**config.mk**
```make
export PLATFORM = sky130hd
export DESIGN_NAME = id_ex_stage_flat
export DESIGN_NICKNAME = d
export VERILOG_FILES = /design/src/rtl/id_ex_stage_pkg.sv /design/src/rtl/id_ex_stage_if.sv /design/src/rtl/id_ex_stage_fwd_mux.sv /design/src/rtl/id_ex_stage.sv /design/src/flat_wrapper.sv
export SDC_FILE = /design/constraint.sdc
export NUM_CORES = 1
export LEC_CHECK = 0
export ABC_CLOCK_PERIOD_IN_PS = 2300
export BUFFER_PORTS_ARGS = -buffer_cell sky130_fd_sc_hd__buf_2
export CAP_MARGIN = 10
export CORE_UTILIZATION = 50
export CTS_BUF_LIST = sky130_fd_sc_hd__clkbuf_8
export CTS_CLUSTER_SIZE = 16
export DETAILED_ROUTE_END_ITERATION = 12
export HOLD_SLACK_MARGIN = 0.03
export MAX_ROUTING_LAYER = met4
export PLACE_DENSITY_LB_ADDON = 0.05
export SKIP_CTS_REPAIR_TIMING = 1
export SYNTH_ARGS = -nofsm -noshare
export SYNTH_HDL_FRONTEND = slang
export SYNTH_HIERARCHICAL = 1
export SYNTH_SLANG_ARGS = --single-unit
```
**constraint.sdc**
```tcl
create_clock -name clk -period 2.3 [get_ports clk]
set_clock_uncertainty 0.15 [all_clocks]
set_input_delay 0.23 -clock clk [delete_from_list [all_inputs] [get_ports clk]]
set_output_delay 0.23 -clock clk [all_outputs]
set_load 0.005 [all_outputs]
```
**src/rtl/id_ex_stage_pkg.sv**
```systemverilog
`default_nettype none
// ============================================================================
// Module      : id_ex_stage_pkg
// Description : Shared widths, ALU opselect encodings and the ID/EX stage
//               occupancy state type.
// Revision    : 1.0 - initial release
// ============================================================================
package id_ex_stage_pkg;

    localparam int c_data_w     = 32;
    localparam int c_reg_addr_w = 5;
    localparam int c_op_w       = 4;

    // ALU opselect encodings seen on alu.opselect
    localparam logic [c_op_w-1:0] c_op_and = 4'b0000;
    localparam logic [c_op_w-1:0] c_op_or  = 4'b0001;
    localparam logic [c_op_w-1:0] c_op_add = 4'b0010;
    localparam logic [c_op_w-1:0] c_op_sub = 4'b0110;
    localparam logic [c_op_w-1:0] c_op_slt = 4'b0111;
    localparam logic [c_op_w-1:0] c_op_nor = 4'b1100;

    // Stage occupancy: nothing held, main register held, main + skid held
    typedef enum logic [1:0] {
        EMPTY = 2'd0,
        FULL  = 2'd1,
        SKID  = 2'd2
    } stage_state_t;

endpackage
`default_nettype wire

```
**src/rtl/id_ex_stage_if.sv**
```systemverilog
`default_nettype none
// ============================================================================
// Module      : id_ex_stage_if
// Description : Bundle of decode-side inputs, forwarding sources and ALU-side
//               outputs for the ID/EX stage. master = environment, slave = stage.
// Revision    : 1.0 - initial release
// ============================================================================
interface id_ex_stage_if
    import id_ex_stage_pkg::*;
#(
    parameter int DATA_W     = c_data_w,
    parameter int REG_ADDR_W = c_reg_addr_w,
    parameter int OP_W       = c_op_w
) ();

    logic                  flush;
    logic                  in_valid;
    logic                  in_ready;
    logic [OP_W-1:0]       in_opselect;
    logic [REG_ADDR_W-1:0] in_rs_addr;
    logic [REG_ADDR_W-1:0] in_rt_addr;
    logic [DATA_W-1:0]     in_rs_data;
    logic [DATA_W-1:0]     in_rt_data;
    logic [DATA_W-1:0]     in_imm;
    logic                  in_use_imm;
    logic [REG_ADDR_W-1:0] in_rd_addr;
    logic                  in_reg_write;
    logic                  exm_we;
    logic [REG_ADDR_W-1:0] exm_addr;
    logic [DATA_W-1:0]     exm_data;
    logic                  mwb_we;
    logic [REG_ADDR_W-1:0] mwb_addr;
    logic [DATA_W-1:0]     mwb_data;
    logic                  out_valid;
    logic                  out_ready;
    logic [OP_W-1:0]       opselect;
    logic [DATA_W-1:0]     x;
    logic [DATA_W-1:0]     y;
    logic [REG_ADDR_W-1:0] out_rd_addr;
    logic                  out_reg_write;

    modport master (
        output flush, in_valid, in_opselect, in_rs_addr, in_rt_addr,
               in_rs_data, in_rt_data, in_imm, in_use_imm, in_rd_addr,
               in_reg_write, exm_we, exm_addr, exm_data, mwb_we, mwb_addr,
               mwb_data, out_ready,
        input  in_ready, out_valid, opselect, x, y, out_rd_addr, out_reg_write
    );

    modport slave (
        input  flush, in_valid, in_opselect, in_rs_addr, in_rt_addr,
               in_rs_data, in_rt_data, in_imm, in_use_imm, in_rd_addr,
               in_reg_write, exm_we, exm_addr, exm_data, mwb_we, mwb_addr,
               mwb_data, out_ready,
        output in_ready, out_valid, opselect, x, y, out_rd_addr, out_reg_write
    );

endinterface
`default_nettype wire

```
**src/rtl/id_ex_stage_fwd_mux.sv**
```systemverilog
`default_nettype none
// ============================================================================
// Module      : operand_fwd_mux
// Description : Selects one source operand from EX/MEM, MEM/WB or the register
//               file. EX/MEM is younger and wins; register 0 is never forwarded.
// Revision    : 1.0 - initial release
// ============================================================================
module operand_fwd_mux
    import id_ex_stage_pkg::*;
#(
    parameter int DATA_W     = c_data_w,
    parameter int REG_ADDR_W = c_reg_addr_w
) (
    input  wire logic [REG_ADDR_W-1:0] i_src_addr,
    input  wire logic [DATA_W-1:0]     i_rf_data,
    input  wire logic                  i_exm_we,
    input  wire logic [REG_ADDR_W-1:0] i_exm_addr,
    input  wire logic [DATA_W-1:0]     i_exm_data,
    input  wire logic                  i_mwb_we,
    input  wire logic [REG_ADDR_W-1:0] i_mwb_addr,
    input  wire logic [DATA_W-1:0]     i_mwb_data,
    output logic      [DATA_W-1:0]     o_data
);

    // Priority select: EX/MEM hit, then MEM/WB hit, else register-file value
    always_comb begin
        o_data = i_rf_data;
        if (i_src_addr != '0) begin
            if (i_exm_we && (i_exm_addr == i_src_addr)) begin
                o_data = i_exm_data;
            end else if (i_mwb_we && (i_mwb_addr == i_src_addr)) begin
                o_data = i_mwb_data;
            end
        end
    end

endmodule
`default_nettype wire

```
**src/rtl/id_ex_stage.sv**
```systemverilog
`default_nettype none
// ============================================================================
// Module      : id_ex_stage
// Description : Decode-to-execute pipeline stage. Resolves operand forwarding
//               at accept time and presents registered opselect/x/y to the ALU
//               through a 2-entry skid buffer so in_ready is registered.
// Revision    : 1.0 - initial release
// ============================================================================
module id_ex_stage
    import id_ex_stage_pkg::*;
#(
    parameter int DATA_W     = c_data_w,
    parameter int REG_ADDR_W = c_reg_addr_w,
    parameter int OP_W       = c_op_w
) (
    input  wire logic     clk,
    input  wire logic     rst_n,
    id_ex_stage_if.slave  bus
);

    logic [DATA_W-1:0]     w_fwd_rs;
    logic [DATA_W-1:0]     w_fwd_rt;
    logic [DATA_W-1:0]     w_new_y;
    logic                  w_accept;
    logic                  w_release;

    stage_state_t          r_state;
    logic                  r_out_valid;
    logic                  r_in_ready;

    // Main register: what the ALU currently sees
    logic [OP_W-1:0]       r_m_op;
    logic [DATA_W-1:0]     r_m_x;
    logic [DATA_W-1:0]     r_m_y;
    logic [REG_ADDR_W-1:0] r_m_rd;
    logic                  r_m_rw;

    // Skid register: second instruction taken while the ALU side stalled
    logic [OP_W-1:0]       r_s_op;
    logic [DATA_W-1:0]     r_s_x;
    logic [DATA_W-1:0]     r_s_y;
    logic [REG_ADDR_W-1:0] r_s_rd;
    logic                  r_s_rw;

    operand_fwd_mux #(
        .DATA_W     (DATA_W),
        .REG_ADDR_W (REG_ADDR_W)
    ) u_fwd_rs (
        .i_src_addr (bus.in_rs_addr),
        .i_rf_data  (bus.in_rs_data),
        .i_exm_we   (bus.exm_we),
        .i_exm_addr (bus.exm_addr),
        .i_exm_data (bus.exm_data),
        .i_mwb_we   (bus.mwb_we),
        .i_mwb_addr (bus.mwb_addr),
        .i_mwb_data (bus.mwb_data),
        .o_data     (w_fwd_rs)
    );

    operand_fwd_mux #(
        .DATA_W     (DATA_W),
        .REG_ADDR_W (REG_ADDR_W)
    ) u_fwd_rt (
        .i_src_addr (bus.in_rt_addr),
        .i_rf_data  (bus.in_rt_data),
        .i_exm_we   (bus.exm_we),
        .i_exm_addr (bus.exm_addr),
        .i_exm_data (bus.exm_data),
        .i_mwb_we   (bus.mwb_we),
        .i_mwb_addr (bus.mwb_addr),
        .i_mwb_data (bus.mwb_data),
        .o_data     (w_fwd_rt)
    );

    assign w_new_y   = bus.in_use_imm ? bus.in_imm : w_fwd_rt;
    assign w_accept  = bus.in_valid & r_in_ready;
    assign w_release = r_out_valid & bus.out_ready;

    // Occupancy FSM with registered handshakes; operands are captured already
    // forwarded, so held entries never look at the forwarding buses again
    always_ff @(posedge clk) begin
        if (!rst_n) begin
            r_state     <= EMPTY;
            r_out_valid <= 1'b0;
            r_in_ready  <= 1'b1;
            r_m_op      <= '0;
            r_m_x       <= '0;
            r_m_y       <= '0;
            r_m_rd      <= '0;
            r_m_rw      <= 1'b0;
            r_s_op      <= '0;
            r_s_x       <= '0;
            r_s_y       <= '0;
            r_s_rd      <= '0;
            r_s_rw      <= 1'b0;
        end else if (bus.flush) begin
            r_state     <= EMPTY;
            r_out_valid <= 1'b0;
            r_in_ready  <= 1'b1;
        end else begin
            unique case (r_state)
                EMPTY: begin
                    if (w_accept) begin
                        r_m_op      <= bus.in_opselect;
                        r_m_x       <= w_fwd_rs;
                        r_m_y       <= w_new_y;
                        r_m_rd      <= bus.in_rd_addr;
                        r_m_rw      <= bus.in_reg_write;
                        r_out_valid <= 1'b1;
                        r_state     <= FULL;
                    end
                end
                FULL: begin
                    if (w_accept && w_release) begin
                        r_m_op      <= bus.in_opselect;
                        r_m_x       <= w_fwd_rs;
                        r_m_y       <= w_new_y;
                        r_m_rd      <= bus.in_rd_addr;
                        r_m_rw      <= bus.in_reg_write;
                    end else if (w_accept) begin
                        r_s_op      <= bus.in_opselect;
                        r_s_x       <= w_fwd_rs;
                        r_s_y       <= w_new_y;
                        r_s_rd      <= bus.in_rd_addr;
                        r_s_rw      <= bus.in_reg_write;
                        r_in_ready  <= 1'b0;
                        r_state     <= SKID;
                    end else if (w_release) begin
                        r_out_valid <= 1'b0;
                        r_state     <= EMPTY;
                    end
                end
                SKID: begin
                    if (w_release) begin
                        r_m_op      <= r_s_op;
                        r_m_x       <= r_s_x;
                        r_m_y       <= r_s_y;
                        r_m_rd      <= r_s_rd;
                        r_m_rw      <= r_s_rw;
                        r_in_ready  <= 1'b1;
                        r_state     <= FULL;
                    end
                end
                default: begin
                    r_state     <= EMPTY;
                    r_out_valid <= 1'b0;
                    r_in_ready  <= 1'b1;
                end
            endcase
        end
    end

    assign bus.in_ready      = r_in_ready;
    assign bus.out_valid     = r_out_valid;
    assign bus.opselect      = r_m_op;
    assign bus.x             = r_m_x;
    assign bus.y             = r_m_y;
    assign bus.out_rd_addr   = r_m_rd;
    assign bus.out_reg_write = r_m_rw;

endmodule
`default_nettype wire

```
**src/flat_wrapper.sv**
```systemverilog
// flat-port wrapper written by rule: the top's interface ports become plain ports
module id_ex_stage_flat import id_ex_stage_pkg::*;
#(
    parameter int DATA_W     = c_data_w,
    parameter int REG_ADDR_W = c_reg_addr_w,
    parameter int OP_W       = c_op_w
)
  (clk, rst_n, bus_flush, bus_in_valid, bus_in_opselect, bus_in_rs_addr, bus_in_rt_addr, bus_in_rs_data, bus_in_rt_data, bus_in_imm, bus_in_use_imm, bus_in_rd_addr, bus_in_reg_write, bus_exm_we, bus_exm_addr, bus_exm_data, bus_mwb_we, bus_mwb_addr, bus_mwb_data, bus_out_ready, bus_in_ready, bus_out_valid, bus_opselect, bus_x, bus_y, bus_out_rd_addr, bus_out_reg_write);
  id_ex_stage_if #(.DATA_W(DATA_W), .REG_ADDR_W(REG_ADDR_W), .OP_W(OP_W)) bus_i ();
  input  wire logic clk;
  input  wire logic rst_n;
  input wire logic [$bits(bus_i.flush)-1:0] bus_flush;
  input wire logic [$bits(bus_i.in_valid)-1:0] bus_in_valid;
  input wire logic [$bits(bus_i.in_opselect)-1:0] bus_in_opselect;
  input wire logic [$bits(bus_i.in_rs_addr)-1:0] bus_in_rs_addr;
  input wire logic [$bits(bus_i.in_rt_addr)-1:0] bus_in_rt_addr;
  input wire logic [$bits(bus_i.in_rs_data)-1:0] bus_in_rs_data;
  input wire logic [$bits(bus_i.in_rt_data)-1:0] bus_in_rt_data;
  input wire logic [$bits(bus_i.in_imm)-1:0] bus_in_imm;
  input wire logic [$bits(bus_i.in_use_imm)-1:0] bus_in_use_imm;
  input wire logic [$bits(bus_i.in_rd_addr)-1:0] bus_in_rd_addr;
  input wire logic [$bits(bus_i.in_reg_write)-1:0] bus_in_reg_write;
  input wire logic [$bits(bus_i.exm_we)-1:0] bus_exm_we;
  input wire logic [$bits(bus_i.exm_addr)-1:0] bus_exm_addr;
  input wire logic [$bits(bus_i.exm_data)-1:0] bus_exm_data;
  input wire logic [$bits(bus_i.mwb_we)-1:0] bus_mwb_we;
  input wire logic [$bits(bus_i.mwb_addr)-1:0] bus_mwb_addr;
  input wire logic [$bits(bus_i.mwb_data)-1:0] bus_mwb_data;
  input wire logic [$bits(bus_i.out_ready)-1:0] bus_out_ready;
  output wire logic [$bits(bus_i.in_ready)-1:0] bus_in_ready;
  output wire logic [$bits(bus_i.out_valid)-1:0] bus_out_valid;
  output wire logic [$bits(bus_i.opselect)-1:0] bus_opselect;
  output wire logic [$bits(bus_i.x)-1:0] bus_x;
  output wire logic [$bits(bus_i.y)-1:0] bus_y;
  output wire logic [$bits(bus_i.out_rd_addr)-1:0] bus_out_rd_addr;
  output wire logic [$bits(bus_i.out_reg_write)-1:0] bus_out_reg_write;
  assign bus_i.flush = bus_flush;
  assign bus_i.in_valid = bus_in_valid;
  assign bus_i.in_opselect = bus_in_opselect;
  assign bus_i.in_rs_addr = bus_in_rs_addr;
  assign bus_i.in_rt_addr = bus_in_rt_addr;
  assign bus_i.in_rs_data = bus_in_rs_data;
  assign bus_i.in_rt_data = bus_in_rt_data;
  assign bus_i.in_imm = bus_in_imm;
  assign bus_i.in_use_imm = bus_in_use_imm;
  assign bus_i.in_rd_addr = bus_in_rd_addr;
  assign bus_i.in_reg_write = bus_in_reg_write;
  assign bus_i.exm_we = bus_exm_we;
  assign bus_i.exm_addr = bus_exm_addr;
  assign bus_i.exm_data = bus_exm_data;
  assign bus_i.mwb_we = bus_mwb_we;
  assign bus_i.mwb_addr = bus_mwb_addr;
  assign bus_i.mwb_data = bus_mwb_data;
  assign bus_i.out_ready = bus_out_ready;
  assign bus_in_ready = bus_i.in_ready;
  assign bus_out_valid = bus_i.out_valid;
  assign bus_opselect = bus_i.opselect;
  assign bus_x = bus_i.x;
  assign bus_y = bus_i.y;
  assign bus_out_rd_addr = bus_i.out_rd_addr;
  assign bus_out_reg_write = bus_i.out_reg_write;
  id_ex_stage #(.DATA_W(DATA_W), .REG_ADDR_W(REG_ADDR_W), .OP_W(OP_W)) u_core (.clk(clk), .rst_n(rst_n), .bus(bus_i));
endmodule
```
==> out/metrics.yaml <==
yosys:
  yosysUniqueCellTypes: 49
  async_flop_share_pct: 0
  netlist_top_cells_area: "dfxtp_1 33%, a2bb2oi_2 9.8%, nand2_1 5.0%, o22ai_1 4.4%, a21oi_1 4.2%"
  ys_seq_area_share_pct: 33.1
  synth.ff_latch_count: 152
  synth_top_area_share_pct: 33.1
  synth_top_cell_by_area: "dfxtp_1"
  syn-num-nets: 1224
  synth_area_per_cell_sq_um: 8.96
  yosys_warnings: 6
  ys.flop_type: "dfxtp_1"
  syn_inst: 1026
  synth_edf_count: 0
  synth_area_sq_um: 9190
cells_and_area:
  drive_gt1_share_pct: 41.2
  layout.cells.non_filler: 1526
  fill_cells: 1579
  finalInstanceArea_sq_um: 11600
  syn_to_final_growth_pct: 26.0
  nets: 1474
timing:
  hold_viol_final: 0
  fin_tns_setup_ns: 0
  rsz0062_at_grt: "no"
  finalSetupViolations: 0
  fin_hold_ws_ns: 0.0318
  maxSlewHeadroom_pct: 64.2
  worst_slew_pin_slew_ns: 0.538
  finalCritPeriodShare_pct: 94.4
  fin_crit_ns: 2.17
  clock.fmax_mhz: 461
  maxSlewViolCount: 0
placement:
  port_buffers: 273
  place_area_sq_um: 11100
  gp_congestion: 1.06
  place_inst: 1473
  hpwlAfterDp_um: 21700
setup_path:
  worstPathMaxFanout: 21
  worstPathCellList: "buf_2 -> xnor2_1 -> buf_4 -> nand4_1 -> or3_1 -> buf_12 -> o22ai_1 -> a2bb2oi_2 -> mux2_2 -> o211ai_1 -> mux2i_1"
  slowest_stage: "or3_1"
  cp.arrival_ns: 2.37
  critPathMaxStageDelay_ns: 0.45
  reg2reg_from: "u_core/r_state[1]"
  worstSetupPathType: "in -> reg"
  critical_path_required_ns: 2.50
  cp-start-kind: "primary input"
  critPathCaptureType: "flip-flop"
  crit_start: "bus_in_rt_addr[2]"
die:
  pin_count: 274
  die_x_um: 138
  dieArea_sq_um: 18900
  core.rowCount: 49
  die_y_um: 138
  coreArea_sq_um: 18000
  initial_core_util_pct: 51.2
global_routing:
  grt_pass1_vias: 8656
  grt_pass1_wl_um: 49000
  grt_max_degree: 85
  antenna_found_initial: 7
  globalRouteOverflowTotal: 0
  grt_usage_pct: 34.9
cts:
  path_clk_slew_ns: 0.09
  cts_made_buffers: 17
  clkSinkCount: 152
  ctsRootBufferMaster: "clkbuf_8"
  tritoncts: "yes"
  cts_buffer_depth: 2
  htreeDepth: 4
  clkLatencyLatePin_ns: 0.46
outcome:
  status: "complete, no violations"
drt:
  dr_total_vias: 9462
  drtIter0Drc: 1026
  drc: 0
  ant_nets: 0
  post_drt_via_cell_ratio: 6.20
  wire_per_inst_um: 21.5
  wl_um: 32800
  first_pass_iters: 6
power:
  power_density_nw_per_um2: 531
  cellLeakagePower_nw: 4.52
  peakVddDrop_uv: 553
flow_run:
  cap_violations: 0
worst_hold_path:
  hp-class: "in -> reg"
  hold_start: "bus_in_rs_data[15]"
logic make-up (layout without fill, tap and decap cells):
logic type	after synthesis	count (layout)	share of synthesized area, %
flops	152	152	33.1
other cells	0	8	0
xor+xnor	20	20	1.91
compound gates	383	383	35.3
mux	64	64	7.34
buf+inv	134	397	7.35
simple gates	273	273	15.0
cell type report:
type | instances | area (sq um) | share of cell area, %
Antenna cell | 8 | 20.0 | 0.173
Clock buffer | 18 | 248 | 2.14
Clock inverter | 14 | 115 | 0.994
Inverter | 5 | 21.3 | 0.184
Multi-Input combinational cell | 740 | 5560 | 48.0
Sequential cell | 152 | 3040 | 26.3
Tap cell | 229 | 287 | 2.47
Timing Repair Buffer | 360 | 2290 | 19.8
placed cells by master, fill, tap and decap left out, types with 3 or more instances in the layout:
cell type,n
a2bb2oi_1,3
diode_2,8
xor2_1,10
or3b_2,27
a21boi_4,3
dfxtp_1,152
mux2_2,27
nor3_1,56
buf_12,19
dlygate4sd3_1,13
inv_1,3
inv_6,4
nand4_1,3
nand3_1,43
xnor2_1,10
buf_4,55
clkinv_4,5
o22ai_1,64
mux2i_1,37
a221oi_1,43
a21oi_1,78
nor3b_1,6
o211ai_1,27
a311oi_2,20
a2bb2oi_2,60
buf_2,273
nand2_1,120
nor2_1,3
clkbuf_8,18
a211o_1,5
a211oi_1,6
a311oi_1,22
o21ai_0,42
worst paths after layout:
kind	endpoint	slack [ns]	cells after the start
hold / removal	u_core/r_s_x[15]	0.03	4
hold reg to reg	u_core/bus.y[10]	0.31	2
setup / recovery	u_core/bus.y[21]	0.13	11
setup reg to reg	u_core/r_state[1]	0.23	5
routing by layer:
metal  up-vias  GRT usage (%)  routed length [um]
met5         -              -                   0
met4         0           12.1                 657
met3        50           5.11                2130
met2       407           51.3               15200
met1      4567           48.3               14700
li1       4438              -                   -
synthesized netlist by cell type (37+ instances only):
cell	number
dfxtp_1	152
nand2_1	122
a21oi_1	78
clkbuf_1	78
o22ai_1	64
a2bb2oi_2	60
nor3_1	56
a221oi_1	43
nand3_1	43
o21ai_0	42
mux2i_1	37
critical path, delay by kind of cell:
family,cells,cell delay [ns]
AOI/OAI and AO/OA,3,0.53
xor gates and xnor gates,1,0.20
buffers and inverters,3,0.46
muxes,2,0.39
and+or+nand+nor,2,0.54
sequential cells by signal (all words and copies together), names as in the netlist:
| register | count |
|---|---|
| u_core/r_s_x | 32 |
| u_core/r_s_rd | 5 |
| u_core/bus.x | 32 |
| u_core/r_s_y | 32 |
| u_core/r_state | 2 |
| u_core/r_s_op | 4 |
| u_core/bus.out_rd_addr | 5 |
| u_core/bus.opselect | 4 |
| u_core/bus.in_ready | 1 |
| u_core/bus.y | 32 |
| u_core/r_s_rw | 1 |
| u_core/bus.out_valid | 1 |
| u_core/bus.out_reg_write | 1 |
power breakdown:
| group | internal, mW | switching (mW) |
|---|---|---|
| Sequential | 2.75 | 0.0697 |
| Combinational | 0.672 | 0.728 |
| Clock | 0.798 | 1.14 |
| Total | 4.22 | 1.94 |
per-stage QoR:
stage | util, % | worst slack [ns] | power [mW]
floorplan | - | 0.132 | 3.65
global placement | 61.6 | -0.317 | 4.24
detailed placement | 61.6 | -0.288 | 4.24
CTS | 63.6 | 0.193 | 6.15
global route | 64.4 | 0.0536 | 6.40
finish | 64.5 | 0.129 | 6.15
Power figures use the tool's default switching activity.
